`src/rtl/uart_pkg.sv`:
```
`timescale 1ns/1ps
// Shared UART definitions: frame constants, state encoding and parity helper,
// common to the transmit and receive sides.
package uart_pkg;

   localparam int   DATA_BITS  = 8;
   localparam int   IDX_W      = $clog2(DATA_BITS);
   localparam logic IDLE_LEVEL = 1'b1;

   typedef enum logic [2:0] {
      S_IDLE,
      S_START,
      S_DATA,
      S_PARITY,
      S_STOP
   } uart_state_t;

   // Even parity is the XOR of all data bits; odd parity is its inverse.
   function automatic logic calc_parity(input logic [DATA_BITS-1:0] data,
                                        input logic                 odd);
      return (^data) ^ odd;
   endfunction

endpackage

```
`src/rtl/tx_uart_if.sv`:
```
`timescale 1ns/1ps
// Byte handshake between a requester (master) and the UART transmitter (slave).
interface tx_uart_if;
   import uart_pkg::*;

   logic [DATA_BITS-1:0] data_in;
   logic                 valid;
   logic                 ready;

   modport master (output data_in, output valid, input ready);
   modport slave  (input data_in, input valid, output ready);

endinterface

```
`src/rtl/uart_baud_gen.sv`:
```
`timescale 1ns/1ps
// Bit-period timer: counts CLKS_PER_BIT cycles while enabled and flags the
// last cycle of each bit with bit_tick. Restarting clears the count so the
// first bit of a frame is a full period.
module uart_baud_gen #(
   parameter int CLKS_PER_BIT = 16
) (
   input  logic clk,
   input  logic rst,
   input  logic i_en,
   input  logic i_restart,
   output logic o_bit_tick
);

   localparam int               CNT_W   = (CLKS_PER_BIT > 1) ? $clog2(CLKS_PER_BIT) : 1;
   localparam logic [CNT_W-1:0] CNT_MAX = CNT_W'(CLKS_PER_BIT - 1);

   logic [CNT_W-1:0] r_cnt;

   // Bit-period counter: held at zero when idle, reloads at every bit boundary.
   always_ff @(posedge clk or negedge rst) begin
      // NOTE: sequential state uses non-blocking assignments so every register
      // samples pre-edge values; blocking here would create ordering races.
      if (!rst) begin
         r_cnt <= '0;
      end else if (i_restart || !i_en) begin
         r_cnt <= '0;
      end else if (r_cnt == CNT_MAX) begin
         r_cnt <= '0;
      end else begin
         r_cnt <= r_cnt + CNT_W'(1);
      end
   end

   assign o_bit_tick = i_en && (r_cnt == CNT_MAX);

endmodule

```
`src/rtl/tx_uart.sv`:
```
`timescale 1ns/1ps
// UART transmitter: accepts a byte on a valid/ready handshake and sends
// start, 8 data bits LSB first, optional parity and 1 or 2 stop bits.
module tx_uart
   import uart_pkg::*;
#(
   parameter int CLKS_PER_BIT = 16,
   parameter int PARITY_EN    = 0,
   parameter int PARITY_ODD   = 0,
   parameter int STOP_BITS    = 1
) (
   input  logic       clk,
   input  logic       rst,
   tx_uart_if.slave   bus,
   output logic       Tx,
   output logic       busy,
   output logic       done
);

   localparam logic [IDX_W-1:0] LAST_IDX  = IDX_W'(DATA_BITS - 1);
   localparam logic             LAST_STOP = (STOP_BITS == 2);
   localparam logic             ODD_SEL   = (PARITY_ODD != 0);
   localparam bit               PAR_ON    = (PARITY_EN != 0);

   uart_state_t          r_state, w_state_next;
   logic                 r_tx, w_tx_next;
   logic [DATA_BITS-1:0] r_shift, w_shift_next;
   logic [IDX_W-1:0]     r_bit_idx, w_bit_idx_next;
   logic                 r_stop_idx, w_stop_idx_next;
   logic                 r_parity, w_parity_next;
   logic                 r_done, w_done_next;
   logic                 w_ready;
   logic                 w_accept;
   logic                 w_bit_tick;

   assign w_ready   = (r_state == S_IDLE);
   assign w_accept  = bus.valid && w_ready;
   assign bus.ready = w_ready;
   assign busy      = ~w_ready;
   assign Tx        = r_tx;
   assign done      = r_done;

   uart_baud_gen #(
      .CLKS_PER_BIT (CLKS_PER_BIT)
   ) u_baud (
      .clk        (clk),
      .rst        (rst),
      .i_en       (~w_ready),
      .i_restart  (w_accept),
      .o_bit_tick (w_bit_tick)
   );

   // Next-state and next-output decode; Tx is computed one edge ahead so it
   // leaves a register with no combinational glitches.
   always_comb begin
      // NOTE: every output gets a default before the case so no path leaves a
      // signal unassigned, which would otherwise infer a latch.
      w_state_next    = r_state;
      w_tx_next       = r_tx;
      w_shift_next    = r_shift;
      w_bit_idx_next  = r_bit_idx;
      w_stop_idx_next = r_stop_idx;
      w_parity_next   = r_parity;
      w_done_next     = 1'b0;

      case (r_state)
         S_IDLE: begin
            w_tx_next = IDLE_LEVEL;
            if (w_accept) begin
               w_state_next    = S_START;
               w_tx_next       = 1'b0;
               w_shift_next    = bus.data_in;
               w_parity_next   = calc_parity(bus.data_in, ODD_SEL);
               w_bit_idx_next  = '0;
               w_stop_idx_next = 1'b0;
            end
         end
         S_START: begin
            if (w_bit_tick) begin
               w_state_next = S_DATA;
               w_tx_next    = r_shift[0];
            end
         end
         S_DATA: begin
            if (w_bit_tick) begin
               if (r_bit_idx == LAST_IDX) begin
                  w_bit_idx_next = '0;
                  if (PAR_ON) begin
                     w_state_next = S_PARITY;
                     w_tx_next    = r_parity;
                  end else begin
                     w_state_next = S_STOP;
                     w_tx_next    = IDLE_LEVEL;
                  end
               end else begin
                  w_bit_idx_next = r_bit_idx + IDX_W'(1);
                  w_shift_next   = r_shift >> 1;
                  w_tx_next      = r_shift[1];
               end
            end
         end
         S_PARITY: begin
            if (w_bit_tick) begin
               w_state_next = S_STOP;
               w_tx_next    = IDLE_LEVEL;
            end
         end
         S_STOP: begin
            if (w_bit_tick) begin
               if (r_stop_idx == LAST_STOP) begin
                  w_state_next    = S_IDLE;
                  w_stop_idx_next = 1'b0;
                  w_done_next     = 1'b1;
               end else begin
                  w_stop_idx_next = 1'b1;
               end
            end
         end
         default: begin
            w_state_next = S_IDLE;
            w_tx_next    = IDLE_LEVEL;
         end
      endcase
   end

   // State, shifter and output registers; reset aborts any frame at once.
   always_ff @(posedge clk or negedge rst) begin
      if (!rst) begin
         r_state    <= S_IDLE;
         r_tx       <= IDLE_LEVEL;
         // NOTE: the shifter is a handful of flops, not a memory, so it is
         // cleared with everything else and the datapath restarts known.
         r_shift    <= '0;
         r_bit_idx  <= '0;
         r_stop_idx <= 1'b0;
         r_parity   <= 1'b0;
         r_done     <= 1'b0;
      end else begin
         r_state    <= w_state_next;
         r_tx       <= w_tx_next;
         r_shift    <= w_shift_next;
         r_bit_idx  <= w_bit_idx_next;
         r_stop_idx <= w_stop_idx_next;
         r_parity   <= w_parity_next;
         r_done     <= w_done_next;
      end
   end

endmodule

```
`src/flat_wrapper.sv`:
```
// flat-port wrapper written by rule: the top's interface ports become plain ports
module tx_uart_flat import uart_pkg::*;
#(
   parameter int CLKS_PER_BIT = 16,
   parameter int PARITY_EN    = 0,
   parameter int PARITY_ODD   = 0,
   parameter int STOP_BITS    = 1
)
  (clk, rst, Tx, busy, done, bus_data_in, bus_valid, bus_ready);
  tx_uart_if bus_i ();
  input  logic clk;
  input  logic rst;
  output logic Tx;
  output logic busy;
  output logic done;
  input wire logic [$bits(bus_i.data_in)-1:0] bus_data_in;
  input wire logic [$bits(bus_i.valid)-1:0] bus_valid;
  output wire logic [$bits(bus_i.ready)-1:0] bus_ready;
  assign bus_i.data_in = bus_data_in;
  assign bus_i.valid = bus_valid;
  assign bus_ready = bus_i.ready;
  tx_uart #(.CLKS_PER_BIT(CLKS_PER_BIT), .PARITY_EN(PARITY_EN), .PARITY_ODD(PARITY_ODD), .STOP_BITS(STOP_BITS)) u_core (.clk(clk), .rst(rst), .bus(bus_i), .Tx(Tx), .busy(busy), .done(done));
endmodule
```
`config.mk`:
```
export PLATFORM = sky130hd
export DESIGN_NAME = tx_uart_flat
export DESIGN_NICKNAME = d
export VERILOG_FILES = /design/src/rtl/uart_pkg.sv /design/src/rtl/tx_uart_if.sv /design/src/rtl/uart_baud_gen.sv /design/src/rtl/tx_uart.sv /design/src/flat_wrapper.sv
export SDC_FILE = /design/constraint.sdc
export NUM_CORES = 1
export LEC_CHECK = 0
export CORE_MARGIN = 3
export CORE_UTILIZATION = 40
export CTS_BUF_LIST = sky130_fd_sc_hd__clkbuf_4 sky130_fd_sc_hd__clkbuf_8
export DETAILED_ROUTE_END_ITERATION = 10
export GPL_ROUTABILITY_DRIVEN = 0
export PLACE_DENSITY = 0.61
export SLEW_MARGIN = 20
export SYNTH_ARGS = -nofsm -noshare
export SYNTH_HDL_FRONTEND = slang
export SYNTH_SLANG_ARGS = --single-unit
```
`constraint.sdc`:
```
create_clock -name clk -period 2.5 [get_ports clk]
set_clock_uncertainty 0.1 [all_clocks]
set_input_delay 0.25 -clock clk [delete_from_list [all_inputs] [get_ports clk]]
set_output_delay 0.25 -clock clk [all_outputs]
set_load 0.01 [all_outputs]
```
### Word-level counts from Yosys, hierarchy flattened

Index checks and enable logic that the tools add are counted.

* logic and storage cells: 67
* output and inout bits: 4
* input bits: 11
* register bits: 21

* equality and inequality tests: 14
* add/sub/neg operators: 2
* muxes and demuxes: 31
* bitwise gates (word level): 2
* reductions and logical operators: 11

Operators by type and width (number)
* $mux W3: 10
* $mux W8: 3
* $pmux W8 S2: 1
* $pmux W3 S5: 1
* $ne A2 B2 Y1 const B: 7
* $mux W1: 11
* $mux W4: 2
* $reduce_and A4 Y1: 2
* $reduce_and A7 Y1: 1
* $eq A3 B2 Y1 const B: 2
* $eq A3 B3 Y1 const B: 2
* $pmux W3 S2: 1
* $reduce_and A3 Y1: 2
* $pmux W1 S5: 1
* $add A4 B1 Y4 const B: 1
* $eq A4 B4 Y1 const B: 1
* $reduce_bool A2 Y1: 2
* $add A3 B1 Y3 const B: 1
* $eq A3 B1 Y1 const B: 1
* $logic_not A3 Y1: 1
* $logic_and A1 B1 Y1: 2
* $ne A2 B1 Y1 const B: 1
* $not A1 Y1: 2
* $pmux W1 S2: 1
* $logic_or A1 B1 Y1: 1

### Logic depth before layout (Yosys ltp)

* depth after elaboration: 5
* mapped depth: 6
* depth with buffers taken out: 5

### Cells and area by module

From an unflattened synthesis, not the netlist that was laid out.

* cells, all modules: 105
* area total of the unflattened synthesis: 1093.5 um^2

By module, submodules not included
* tx_uart: area each 913.4 um^2, cells each 90, instances 1
* uart_baud_gen: area each 180.2 um^2, cells each 15, instances 1

### Worst setup path before layout

OpenSTA, ideal clock, no wires.

* kind: register -> register
* start: reg u_core.r_bit_idx[0]
* end: reg u_core.r_shift[0]
* clock period less this slack: 1.970 ns
* library setup time: 0.079 ns
* stages on the path, launching flop included: 6
* path buffers: 0
* data required time: 2.321 ns
* arrival: 1.791 ns
* setup slack: 0.530 ns
* cells stage by stage: dfrtp_1 -> ha_1 -> ha_1 -> a2111oi_4 -> a21boi_4 -> a2bb2oi_1

* longest elaborated chain between the ends: 3

Ends and longest elaborated chain
* start: declaration: RTL line tx_uart.sv:28 `logic [IDX_W-1:0] r_bit_idx, w_bit_idx_next;`
* start signal: assignment: RTL line tx_uart.sv:142 `r_bit_idx <= w_bit_idx_next;`
* $eq A3 B3 Y1: RTL line tx_uart.sv:86 `if (r_bit_idx == LAST_IDX) begin`
* $ne A2 B2 Y1 (no line)
* $reduce_and A4 Y1 (no line)
* end signal: assignment: RTL line tx_uart.sv:141 `r_shift <= w_shift_next;`
* end: declaration: RTL line tx_uart.sv:27 `logic [DATA_BITS-1:0] r_shift, w_shift_next;`

Every way passes these cells.
A chain may end at the register's enable or synchronous reset.

### Worst setup path in the final report

* start: reg u_core.r_state[0]
* end: out bus_ready

* longest elaborated chain between the ends: 1

Ends and longest elaborated chain
* start: declaration: RTL line tx_uart.sv:25 `uart_state_t r_state, w_state_next;`
* start signal: assignment: RTL line tx_uart.sv:139 `r_state <= w_state_next;`
* $logic_not A3 Y1: RTL line tx_uart.sv:36 `assign w_ready = (r_state == S_IDLE);`
* end: declaration: RTL line flat_wrapper.sv:18 `output wire logic [$bits(bus_i.ready)-1:0] bus_ready;`

Every way passes these cells.

==> results.md <==
- Synth top area share: between 40% and 50%
- Worst-Margin Slew: 0.510 ns
- Syn avg cell area: ~11 sq um
- H-tree Lvls: 1
- Hold Vio Cnt, Final: 0
- Clock Power Share: 20.5%
- Worst Reg2Reg Path Length in Cells: 5
- Count leader, synth: dfrtp_1
- Routed len/inst: about 15 microns
- Area leader, netlist: dfrtp_1
- Switching power: 0.000417 W
- Antenna Nets Post-Route: 0
- # resized after CTS: 0
- # Max-Cap Violations: 0
- Initial antenna violation count: 0
- Seq cells post-synth: 20
- Tcrit/Tclk final: 83.7%
- RSZ-0062 raised after global routing: false
- TritonRoute pass-1 iters: 4
- Asr flop ratio synth: 100%
- Iter 0 DRT Violations: 13
- Synth-to-layout area growth: 23.1%
- Final setup viols: 0
- Vias in the first global route: approximately 780
- Setup TNS: 0 ns
- Setup CP Type: reg -> out
- Total congestion overflow: 0
- Req. time, crit path: 2.15 ns
- First-pass GRT wire length: between 3000 and 4000 microns
- Sequential share of the synthesized area: between 40% and 50%
- Initial Util: about 44%
- Busiest grt layer: met2
- Fmax: between 400 and 500 MHz
- Worst path arrival time: roughly 1.7 ns
- Reg2reg setup slack: between 0.5 and 0.6 ns
- Antenna Cells: 0
- Fin nets: approximately 120
- Root buffer cell: clkbuf_4
- Int Power: 0.000858 W
- Gate Count Post-Synth: 91
- Sequential Power Share: about 46%
- Post-synth top flop: dfrtp_1
- CP startpoint kind: register
- Reg-to-Reg Start: u_core.r_bit_idx[0]$_DFFE_PN0P_
- R2r endpoint: u_core.r_shift[4]$_DFFE_PN0P_
- Period minus WS final: approximately 2.1 ns
- VDD IR-drop max: a little over 600 uV
- Setup crit end kind: output port
- Final worst slack: around 0.4 ns
- Layout cells sized above 1: roughly 13%
- Ys Warns: 0
- CTS tree: done
- Syn_nets: 106
- Core area: ~0.0023 sq mm
- Gr usage total: between 10 and 15%
- Met1 usage: about 20%
- Total die area: 0.00316 sq mm
- Post-Place Setup Slack: about 0.55 ns
- Mapped Area: around 0.0010 sq mm
- Cell variety after synth: 34
- Synth top area cells: dfrtp_1 (47%), a2bb2oi_1 (6.1%), ha_1 (5.0%), o22ai_1 (4.3%), a2111oi_4 (2.7%)
- Die height: 56.2 microns
- Largest net degree at the start of global routing: 21
- Clk buf depth: 2
- Combinational share of power: 33.8%
- Vias: 768
- DRC: 0
- Via density: between 5 and 6
- Post-DP HPWL: 1490 microns
- Hold_buf cts: 0
- TritonCTS Buffers: 3
- Fill cells: 223
- Grt met3 use: around 2.3%
- EDFF count, synth: 0
- Hold crit path type: in -> async
- Run status: finished, final reports clean
- Die width: 56.2 microns
- Pwr dens: between 1000 and 1500 mW/mm^2
- Ports: 15
- Number of port buffers: 14
- Switching Share: approximately a third
- Top cells by count, synth: dfrtp_1 (19), a2bb2oi_1 (7), o22ai_1 (7), a21oi_1 (5)
- Worst setup path startpoint: u_core.r_state[0]$_DFFE_PN0P_
- GR Layer Usage met2: between 20% and 30%
- Clock sink count: 20
- Wirelength, routed: a little over 2000 microns
- Static Leak: about 0.5 nW
- Worst-Skew Late Latency: 0.30 ns
- Post-CTS setup buffers: 0
- Clock Pin Slew Worst Setup and Hold Paths: around 0.11 ns
- Max_slew headroom: between 60% and 70%
- Row count: 17
- Max-slew violations: 0
- Max Fanout on Critical Path: 13
==> area by class of cell <==
type                            instances  area (sq um)  share of cell area [%]
Multi-Input combinational cell         62           465                    37.5
Timing Repair Buffer                   18           170                    13.7
Clock buffer                            3          22.5                    1.82
Sequential cell                        20           502                    40.5
Tap cell                               28          35.0                    2.83
Inverter                                4          15.0                    1.21
Clock inverter                          1          30.0                    2.42
==> stage by stage <==
step	area (sq um)	hold slack, ns	power (W)	instances	util (%)
after detailed placement	1190	0.391	0.00102	132	51.7
after floorplan	1010	-0.146	0.000876	91	-
after global placement	1190	0.380	0.00101	132	51.7
final	1240	0.174	0.00127	136	54.0
after CTS	1240	0.173	0.00129	136	54.0
after global routing	1240	0.200	0.00138	136	54.0
==> how the worst max path moves through the flow <==
stage / endpoint / slack, ns
after floorplan: u_core.r_shift[0]$_DFFE_PN0P_ / 0.53
final: bus_ready / 0.41
after detailed placement: u_core.r_shift[4]$_DFFE_PN0P_ / 0.55
after CTS: bus_ready / 0.37
after global routing: bus_ready / 0.30
after global placement: u_core.r_shift[4]$_DFFE_PN0P_ / 0.57
==> cell families (layout without fill, tap and decap cells) <==
family	Yosys count	after routing	share of synthesized area (%)
AOI/OAI and AO/OA	33	33	27.0
DFF	20	20	49.8
xor gates and xnor gates	1	1	0.870
buffers and inverters	9	26	3.98
adders and majority gates	4	4	4.97
and+or+nand+nor	24	24	13.4
==> layout by cell type, fill, tap and decap left out, types with 2 or more instances in the layout <==
master           instances
clkbuf_4                 3
a32o_1                   2
inv_1                    4
o22ai_1                  7
nor2_1                   4
ha_1                     4
nor3_1                   3
o21ai_0                  3
nand2_1                  4
a22oi_1                  2
buf_4                    4
nand3_1                  4
clkdlybuf4s50_1         14
a21oi_1                  5
dfrtp_1                 19
a2bb2oi_1                7
==> layer usage <==
layer  share of wire (%)  wire (microns)  vias up
met4                 1.0              21        0
met2                  46             938       11
met3                 2.5              51        2
met1                  51            1050      375
met5                   0               0        -
li1                    -               -      380
==> power groups by stage <==
stage          logic [W]  clock network (W)  registers, W
3_5_place_dp    0.000434                  0      0.000586
3_3_place_gp    0.000431                  0      0.000583
5_1_grt         0.000494           0.000281      0.000602
6_report        0.000431           0.000261      0.000582
2_1_floorplan   0.000346                  0      0.000530
4_1_cts         0.000437           0.000270      0.000580
==> worst max-delay path, stage by stage (launching register included) <==
cell and delay (ns):
dfrtp_1 0.56, nor3_2 0.30, clkdlybuf4s50_1 0.58
==> state kept, by name (all words and copies together), names as in the netlist <==
signal / count
u_core.r_shift: 8
u_core.done: 1
u_core.r_bit_idx: 3
u_core.r_state: 3
u_core.Tx: 1
u_core.u_baud.r_cnt: 4
Note: power is estimated with default switching activity, not from simulation.
